==> src/rtl/ne555_pkg.sv <==
// Shared types and constants for the NE555 step sequencer: FSM states,
// timer mode codes and the layout of one 19-bit step table entry.
package ne555_pkg;

    typedef enum logic [2:0] {
        ST_IDLE   = 3'd0,
        ST_LOAD   = 3'd1,
        ST_ARM    = 3'd2,
        ST_RUN    = 3'd3,
        ST_FINISH = 3'd4
    } seq_state_t;

    localparam logic [1:0] MODE_MONO  = 2'b00;
    localparam logic [1:0] MODE_AST   = 2'b01;
    localparam logic [1:0] MODE_PWM   = 2'b10;
    localparam logic [1:0] MODE_BURST = 2'b11;

    localparam int ENTRY_W  = 19;
    localparam int DUR_LSB  = 0;
    localparam int DUR_W    = 8;
    localparam int DUTY_LSB = 8;
    localparam int DUTY_W   = 4;
    localparam int RATE_LSB = 12;
    localparam int RATE_W   = 4;
    localparam int MODE_LSB = 16;
    localparam int MODE_W   = 2;
    localparam int LAST_BIT = 18;

    typedef struct packed {
        logic              last;
        logic [MODE_W-1:0] mode;
        logic [RATE_W-1:0] rate;
        logic [DUTY_W-1:0] duty;
        logic [DUR_W-1:0]  dur;
    } seq_entry_t;

    // A programmed duration of zero still plays for one base tick.
    function automatic logic [DUR_W-1:0] dur_eff(input logic [DUR_W-1:0] dur);
        dur_eff = (dur == 8'd0) ? 8'd1 : dur;
    endfunction

endpackage

==> src/rtl/ne555_seq_table.sv <==
// Step table: DEPTH x 19-bit register file, one write port, one
// combinational read port; a same-cycle read of a written address sees old data.
module ne555_seq_table
    import ne555_pkg::*;
#(
    parameter int DEPTH = 8,
    parameter int AW    = $clog2(DEPTH)
) (
    input  logic          i_clk,
    input  logic          i_rst,
    input  logic          i_wr_en,
    input  logic [AW-1:0] i_wr_addr,
    input  seq_entry_t    i_wr_data,
    input  logic [AW-1:0] i_rd_addr,
    output seq_entry_t    o_rd_data
);

    seq_entry_t r_mem [DEPTH];

    // Storage with synchronous clear
    always_ff @(posedge i_clk) begin
        if (i_rst) begin
            for (int i = 0; i < DEPTH; i++) begin
                r_mem[i] <= '0;
            end
        end else if (i_wr_en) begin
            r_mem[i_wr_addr] <= i_wr_data;
        end
    end

    assign o_rd_data = r_mem[i_rd_addr];

endmodule

==> src/rtl/ne555_seq_ctrl.sv <==
// Step sequencer driving the control inputs of one NE555EX-style timer core:
// plays table entries in order, optionally looping, with tmr_done feedback on mono steps.
module ne555_seq_ctrl
    import ne555_pkg::*;
#(
    parameter int DEPTH    = 8,
    parameter int TICK_DIV = 256,
    parameter int AW       = $clog2(DEPTH)
) (
    input  logic               i_clk,
    input  logic               i_rst,
    input  logic               i_wr_en,
    input  logic [AW-1:0]      i_wr_addr,
    input  logic [ENTRY_W-1:0] i_wr_data,
    input  logic               i_start,
    input  logic               i_abort,
    input  logic               i_loop_en,
    input  logic               i_clear_err,
    input  logic               i_tmr_done,
    output logic               o_tmr_en,
    output logic [1:0]         o_tmr_mode,
    output logic [3:0]         o_tmr_rate,
    output logic [3:0]         o_tmr_duty,
    output logic               o_tmr_fire,
    output logic               o_tmr_sync,
    output logic               o_busy,
    output logic               o_seq_done,
    output logic [AW-1:0]      o_step_idx,
    output logic               o_timeout_err
);

    localparam int            PW       = $clog2(TICK_DIV);
    localparam logic [PW-1:0] PRE_LAST = PW'(TICK_DIV - 1);
    localparam logic [AW-1:0] PTR_LAST = AW'(DEPTH - 1);

    seq_state_t       r_state;
    seq_state_t       w_next_state;
    logic [AW-1:0]    r_ptr;
    logic [1:0]       r_mode;
    logic [3:0]       r_rate;
    logic [3:0]       r_duty;
    logic [7:0]       r_dur;
    logic             r_last;
    logic [PW-1:0]    r_pre;
    logic [7:0]       r_dur_cnt;
    logic             r_done_prev;
    logic             r_timeout_err;

    seq_entry_t       w_wr_entry;
    seq_entry_t       w_rd_entry;
    logic             w_in_run;
    logic             w_tick;
    logic             w_dur_hit;
    logic             w_done_rise;
    logic             w_is_mono;
    logic             w_step_end;
    logic             w_timeout;
    logic             w_final;
    logic             w_busy;
    logic             w_en;
    logic             w_sync;
    logic             w_fire;
    logic             w_seq_done;

    assign w_wr_entry = i_wr_data;

    ne555_seq_table #(
        .DEPTH (DEPTH),
        .AW    (AW)
    ) u_table (
        .i_clk     (i_clk),
        .i_rst     (i_rst),
        .i_wr_en   (i_wr_en),
        .i_wr_addr (i_wr_addr),
        .i_wr_data (w_wr_entry),
        .i_rd_addr (r_ptr),
        .o_rd_data (w_rd_entry)
    );

    // abort masks every step-end event so it can never count as done or timeout
    assign w_in_run    = (r_state == ST_RUN) && !i_abort;
    assign w_tick      = (r_pre == PRE_LAST);
    assign w_dur_hit   = w_tick && (r_dur_cnt == (dur_eff(r_dur) - 8'd1));
    assign w_done_rise = i_tmr_done && !r_done_prev;
    assign w_is_mono   = (r_mode == MODE_MONO);
    assign w_step_end  = w_in_run && (w_is_mono ? (w_done_rise || w_dur_hit) : w_dur_hit);
    assign w_timeout   = w_in_run && w_is_mono && w_dur_hit && !w_done_rise;
    assign w_final     = r_last || (r_ptr == PTR_LAST);

    // State register
    always_ff @(posedge i_clk) begin
        if (i_rst) begin
            r_state <= ST_IDLE;
        end else begin
            r_state <= w_next_state;
        end
    end

    // Next-state logic
    always_comb begin
        w_next_state = r_state;
        if (i_abort) begin
            w_next_state = ST_IDLE;
        end else begin
            case (r_state)
                ST_IDLE:   w_next_state = i_start ? ST_LOAD : ST_IDLE;
                ST_LOAD:   w_next_state = ST_ARM;
                ST_ARM:    w_next_state = ST_RUN;
                ST_RUN: begin
                    if (w_step_end) begin
                        w_next_state = (w_final && !i_loop_en) ? ST_FINISH : ST_LOAD;
                    end else begin
                        w_next_state = ST_RUN;
                    end
                end
                ST_FINISH: w_next_state = ST_IDLE;
                default:   w_next_state = ST_IDLE;
            endcase
        end
    end

    // Output decode
    always_comb begin
        w_busy     = 1'b0;
        w_en       = 1'b0;
        w_sync     = 1'b0;
        w_fire     = 1'b0;
        w_seq_done = 1'b0;
        case (r_state)
            ST_IDLE: begin
                w_busy = 1'b0;
            end
            ST_LOAD: begin
                w_busy = 1'b1;
            end
            ST_ARM: begin
                w_busy = 1'b1;
                w_en   = 1'b1;
                w_sync = 1'b1;
                w_fire = w_is_mono;
            end
            ST_RUN: begin
                w_busy = 1'b1;
                w_en   = 1'b1;
            end
            ST_FINISH: begin
                w_busy     = 1'b1;
                w_seq_done = 1'b1;
            end
            default: begin
                w_busy = 1'b0;
            end
        endcase
    end

    // Step pointer and active-step registers
    always_ff @(posedge i_clk) begin
        if (i_rst) begin
            r_ptr  <= {AW{1'b0}};
            r_mode <= 2'b00;
            r_rate <= 4'd0;
            r_duty <= 4'd0;
            r_dur  <= 8'd0;
            r_last <= 1'b0;
        end else begin
            if (i_abort) begin
                r_ptr <= {AW{1'b0}};
            end else if ((r_state == ST_IDLE) && i_start) begin
                r_ptr <= {AW{1'b0}};
            end else if (w_step_end) begin
                if (!w_final) begin
                    r_ptr <= r_ptr + {{(AW-1){1'b0}}, 1'b1};
                end else if (i_loop_en) begin
                    r_ptr <= {AW{1'b0}};
                end else begin
                    r_ptr <= r_ptr;
                end
            end else begin
                r_ptr <= r_ptr;
            end
            if (r_state == ST_LOAD) begin
                r_mode <= w_rd_entry.mode;
                r_rate <= w_rd_entry.rate;
                r_duty <= w_rd_entry.duty;
                r_dur  <= w_rd_entry.dur;
                r_last <= w_rd_entry.last;
            end
        end
    end

    // Prescaler, duration counter, done-edge history and sticky timeout flag
    always_ff @(posedge i_clk) begin
        if (i_rst) begin
            r_pre         <= {PW{1'b0}};
            r_dur_cnt     <= 8'd0;
            r_done_prev   <= 1'b0;
            r_timeout_err <= 1'b0;
        end else begin
            r_done_prev <= i_tmr_done;
            if (r_state == ST_LOAD) begin
                r_pre     <= {PW{1'b0}};
                r_dur_cnt <= 8'd0;
            end else if (r_state == ST_RUN) begin
                r_pre     <= w_tick ? {PW{1'b0}} : r_pre + {{(PW-1){1'b0}}, 1'b1};
                r_dur_cnt <= w_tick ? r_dur_cnt + 8'd1 : r_dur_cnt;
            end
            if (w_timeout) begin
                r_timeout_err <= 1'b1;
            end else if (i_clear_err) begin
                r_timeout_err <= 1'b0;
            end
        end
    end

    assign o_busy        = w_busy;
    assign o_tmr_en      = w_en;
    assign o_tmr_sync    = w_sync;
    assign o_tmr_fire    = w_fire;
    assign o_seq_done    = w_seq_done;
    assign o_tmr_mode    = r_mode;
    assign o_tmr_rate    = r_rate;
    assign o_tmr_duty    = r_duty;
    assign o_step_idx    = r_ptr;
    assign o_timeout_err = r_timeout_err;

endmodule

==> config.mk <==
export PLATFORM = sky130hd
export DESIGN_NAME = ne555_seq_ctrl
export DESIGN_NICKNAME = d
export VERILOG_FILES = /design/src/rtl/ne555_pkg.sv /design/src/rtl/ne555_seq_table.sv /design/src/rtl/ne555_seq_ctrl.sv
export SDC_FILE = /design/constraint.sdc
export NUM_CORES = 1
export LEC_CHECK = 0
export CAP_MARGIN = 10
export CORE_AREA = 2 2 176 178
export DETAILED_ROUTE_END_ITERATION = 10
export DIE_AREA = 0 0 178 180
export PLACE_DENSITY = 0.44
export REMOVE_ABC_BUFFERS = 1
export SLEW_MARGIN = 40
export SYNTH_ARGS = -nofsm -noshare
export SYNTH_HDL_FRONTEND = slang
export SYNTH_HIERARCHICAL = 1
export SYNTH_SLANG_ARGS = --single-unit
==> constraint.sdc <==
create_clock -name i_clk -period 7.4 [get_ports i_clk]
set_input_delay 1.48 -clock i_clk [delete_from_list [all_inputs] [get_ports i_clk]]
set_output_delay 1.48 -clock i_clk [all_outputs]
set_load 0.005 [all_outputs]
# After elaboration in Yosys (flattened, before gate mapping)
# Memory sizes are Yosys's and may differ from the RTL's. A register that Yosys moved wholly into a read port is not among the register bits.
# Index checks and enable logic that the tools add are counted.
# word_totals
ff_bits	24
latchBits	0
ram_bits	152
romBits	0
elab_cells	70
n_memories	1
# classes
n_addsub	4
mul	0
div	0
n_lt_le_gt_ge	0
n_eq_ne	8
n_shift	0
n_mux	24
bitwise	0
reduce_logical	27
# memory_table
memory	words	width	rd	rd_ports_with_merged_regs	write_ports	line	text
u_table.r_mem	8	19	1	1	8	ne555_seq_table.sv:18	seq_entry_t r_mem [DEPTH];
# ops
op	count
19-bit 2-to-1 mux	1
19-bit OR reduction	1
8-bit by 1-bit adder with 8-bit output (second input constant)	2
8-bit 2-to-1 mux	2
1-bit 2-to-1 mux	15
3-bit 2-to-1 mux	5
3-bit one-hot mux with 4 select lines	1
1-bit logical AND	9
8-bit equality test	1
8-bit equality test (second input constant)	1
8-bit zero test	1
8-bit by 1-bit subtractor with 8-bit output (second input constant)	1
3-bit by 2-bit equality test with 1-bit output (second input constant)	2
3-bit equality test (second input constant)	2
2-bit OR reduction	3
1-bit zero test	4
2-bit AND reduction	2
4-bit OR reduction	1
3-bit by 1-bit adder with 3-bit output (second input constant)	1
3-bit by 1-bit equality test with 1-bit output (second input constant)	1
3-bit zero test	1
3-bit OR reduction	1
2-bit zero test	1
1-bit logical OR	2
other kinds (2)	2

# Longest topological paths before layout
# depth
depth_word	10
ltp_mapped	10

# Modules after synthesis
# Netlist, hierarchy kept.
# modules_own_cells
mod	n_inst	cells_each	area_each_um2	seq_area_each_um2
ne555_seq_table	1	439	6890.4	4564.4
ne555_seq_ctrl	1	257	2079.5	860.8

# Least setup slack after synthesis
# OpenSTA, ideal clock, no wires.
# synth_path
path_kind	in2reg
startpoint	input port i_wr_addr[1]
endpoint	memory u_table/r_mem[4][0] (netlist name), enable pin
setup_time_ns	0.399
t_arrival_ns	3.142
required_time_ns	7.001
setup_slack_ns	3.859
path_stages	4
path_buffers	2
path_cell_list	or3b_1 clkbuf_1 clkbuf_1 o21bai_1
# synth_rtl
item	line	text
start, declared	ne555_seq_ctrl.sv:13	input logic [AW-1:0] i_wr_addr,
end, declared	ne555_seq_table.sv:18	

==> impl_metrics.json <==
{
  "worstHoldStart": "o_tmr_rate[3]",
  "worst_case_hold_path_end_point": "o_tmr_rate[3]",
  "dieHeight_um": 180,
  "seq_area_frac_synth_pct": 60.5,
  "timing.setup.critical_path_class": "input port to flip-flop",
  "post_synth_fa_ha_maj_area_fraction_pct": 0.697,
  "p_per_area_nw_per_um2": 230,
  "arrival_worst_endpoint_ps": 3510,
  "leakagePower_nw": 3.21,
  "post_synth_num_cell_types": 56,
  "ff2ff_setup_slack_ps": 4520,
  "gpl.final_weighted_congestion": 0.758,
  "reg2reg_to": "r_state[0]",
  "cts_max_path_buffers": 2,
  "async_s_r_ff_share_synth_pct": 0,
  "post_synthesis_instance_total": 696,
  "timing.final.crit_period_ps": 3450,
  "fin_skew_ps": 14.2,
  "final_antenna_net_count": 0,
  "worst_flop_to_flop_path_startpoint": "r_dur[2]",
  "required_ps": 7460,
  "post_drt_wl_per_cell_um": 20.2,
  "path_clk_slew_ps": 70,
  "ys_ff_latch": 195,
  "cts_num_sinks": 195,
  "dominant_combinational_cell_family_by_area_after_synthesis": "simple AND/OR/NAND/NOR gates",
  "first_pass_iters": 4,
  "timing.fmax_mhz": 290,
  "postCtsSetupBuffers": 0,
  "fillers": 2961,
  "critical_path_source_type": "input port",
  "die_area_um2": 32000,
  "layout.nets": 754,
  "synth_simple_gate_area_share_pct": 15.5,
  "synthesis.area_um2": 8970,
  "final.period_utilization_pct": 46.6,
  "detail_route.vias_per_cell": 5.07,
  "final.setup.tns_ps": 0,
  "htree_num_levels": 4,
  "drv_cap": 0,
  "netlist.top_cell.by_area": "sky130_fd_sc_hd__edfxtp_1",
  "synth_top_area_share_pct": 50.9,
  "grt_pass1_wl_um": 35200,
  "worst-slew-pin-transition_ps": 807,
  "io_pins": 49,
  "postCtsHoldBufs": 0,
  "detail_route.wirelength_um": 22800,
  "clk_root_buffer_cell": "sky130_fd_sc_hd__clkbuf_16",
  "diode_insertion_count_for_antenna_repair": 0,
  "post_synth_edffs": 152,
  "cts_resized": 0,
  "grtUsageTotal_pct": 14.7,
  "hold-worst-slack_ps": 460,
  "hold_path_class": "flip-flop to flip-flop",
  "die_w_um": 178,
  "cts_tree": "built",
  "synth_most_common_cell": "sky130_fd_sc_hd__nor3_1",
  "yosysWarningCount": 6,
  "relSlewSlack_pct": 46.2,
  "drive_gt1_share_pct": 15.5,
  "reg2regPathDepth": 9,
  "worstHoldPathCells": 2,
  "run_status": "finished clean",
  "path_max_fanout": 37,
  "iteration_0_drc_markers": 455,
  "finalHoldViolCount": 0,
  "unrepaired_setup_endpoints_after_global_routing": "no",
  "synth_xor_xnor_area_share_pct": 1.56,
  "synth_top_cells_by_count": "sky130_fd_sc_hd__nor3_1 (156), sky130_fd_sc_hd__edfxtp_1 (152), sky130_fd_sc_hd__nand2_1 (51)",
  "numCtsBuffers": 17,
  "synth.area.top_cells": "sky130_fd_sc_hd__edfxtp_1 (51%), sky130_fd_sc_hd__dfxtp_1 (9.6%), sky130_fd_sc_hd__nor3_1 (8.7%)",
  "first_global_vias": 5966,
  "area_growth_syn_to_layout_pct": 17.1,
  "mapped_avg_cell_area_um2": 12.9,
  "timing.final.max_slew_violations": 0,
  "drcViolationCount": 0,
  "pin_count_of_the_biggest_net_entering_global_routing": 50,
  "globalRoute.totalOverflow": 0,
  "dp_hpwl_um": 14400,
  "yosys-mux-area-fraction_pct": 13.2,
  "synth_compound_area_share_pct": 4.42,
  "initial_utilization_pct": 29.7,
  "vias": 5713,
  "io_buffer_count": 48,
  "vdd_ir_drop_max_uv": 143,
  "setup_viol": 0,
  "placeableCoreArea_um2": 30200,
  "placement_rows": 64,
  "antenna_found_initial": 0,
  "synth_ff_type": "sky130_fd_sc_hd__edfxtp_1",
  "end_kind": "flip-flop",
  "clk_latency_ps": 430
}
## cells by family (layout without fill, tap and decap cells)
| logic type | after synthesis | in the layout |
|---|---|---|
| muxes | 58 | 58 |
| DFF | 195 | 195 |
| adders and majority gates | 5 | 5 |
| xor gates and xnor gates | 16 | 16 |
| and+or+nand+nor | 279 | 279 |
| AOI/OAI and AO/OA | 59 | 59 |
| buffers and inverters | 84 | 119 |
## power by group
part	internal, mW	switching (mW)	leakage [nW]
registers	1.24	0.0197	1.81
clock network	0.543	0.435	0.299
logic	0.0696	0.110	1.11
## cell type report
type | count | area (um^2) | area share (%)
clock buffer | 17 | 425 | 4.05
clock inverter | 14 | 193 | 1.84
inverter | 27 | 101 | 0.965
multi-input combinational | 417 | 3280 | 31.2
sequential | 195 | 5430 | 51.7
tap | 396 | 495 | 4.72
timing repair buffer | 61 | 578 | 5.51
## worst max-delay path by stage
| stage | startpoint | end | slack (ps) | cells after the start |
|---|---|---|---|---|
| after floorplan | i_rst | u_table/r_mem[2][0] | 2630 | 2 |
| after global placement | i_rst | u_table/r_mem[1][1] | 2930 | 4 |
| after detailed placement | i_rst | u_table/r_mem[1][1] | 3490 | 4 |
| after CTS | i_rst | u_table/r_mem[1][16] | 3960 | 4 |
| after global routing | i_rst | u_table/r_mem[1][4] | 3860 | 5 |
| final | i_rst | u_table/r_mem[5][17] | 3950 | 4 |
## critical path: stages
cell                              delay (ps)
sky130_fd_sc_hd__clkdlybuf4s50_1         400
sky130_fd_sc_hd__buf_4                   270
sky130_fd_sc_hd__or3b_4                  650
sky130_fd_sc_hd__o21bai_4                660
## through the flow
stage | utilization, % | instances | setup WS, ps | total power, mW | instance area, um^2
final | 34.8 | 1127 | 3950 | 2.41 | 10500
after global routing | 34.8 | 1127 | 3860 | 2.51 | 10500
after CTS | 34.8 | 1127 | 3960 | 2.44 | 10500
after detailed placement | 32.7 | 1096 | 3490 | 1.46 | 9880
after global placement | 32.5 | 1096 | 2930 | 1.46 | 9810
after floorplan | - | 639 | 2630 | 1.37 | 8700
## cells in the final DEF (no fill, tap or decap), drive strengths merged, types with 4 or more instances in the layout
cell type / Yosys / layout
and3: 4 / 4
mux4: 38 / 38
nor3: 158 / 158
o22ai: 5 / 5
or3: 5 / 5
xnor2: 8 / 8
nand3: 5 / 5
xor2: 8 / 8
edfxtp: 152 / 152
buf: 18 / 13
nor4: 7 / 7
ha: 5 / 5
nand2b: 6 / 6
clkdlybuf4s50: 0 / 48
a21oi: 27 / 27
mux2: 19 / 19
o21bai: 8 / 8
nand2: 51 / 51
clkbuf: 39 / 17
inv: 8 / 15
clkinv: 19 / 22
nand4: 6 / 6
dfxtp: 43 / 43
nor2: 22 / 22
## sequential cells by signal, summed over array words and instances (netlist names)
name	cells
o_step_idx	3
o_timeout_err	1
o_tmr_duty	4
o_tmr_mode	2
o_tmr_rate	4
r_done_prev	1
r_dur	8
r_dur_cnt	8
r_last	1
r_pre	8
r_state	3
u_table/r_mem	152
## per-layer routing
metal  share of wire, %  up-vias  wire length (um)  global-route usage (%)
met3                3.4       24               786                    2.77
met2                 53      128             12000                    26.2
met4                1.9        0               425                    4.52
met1                 42     2875              9530                    17.9
met5                  0        -                 0                       0
li1                   -     2686                 -                       -
Note: power is estimated with default switching activity, not from simulation.
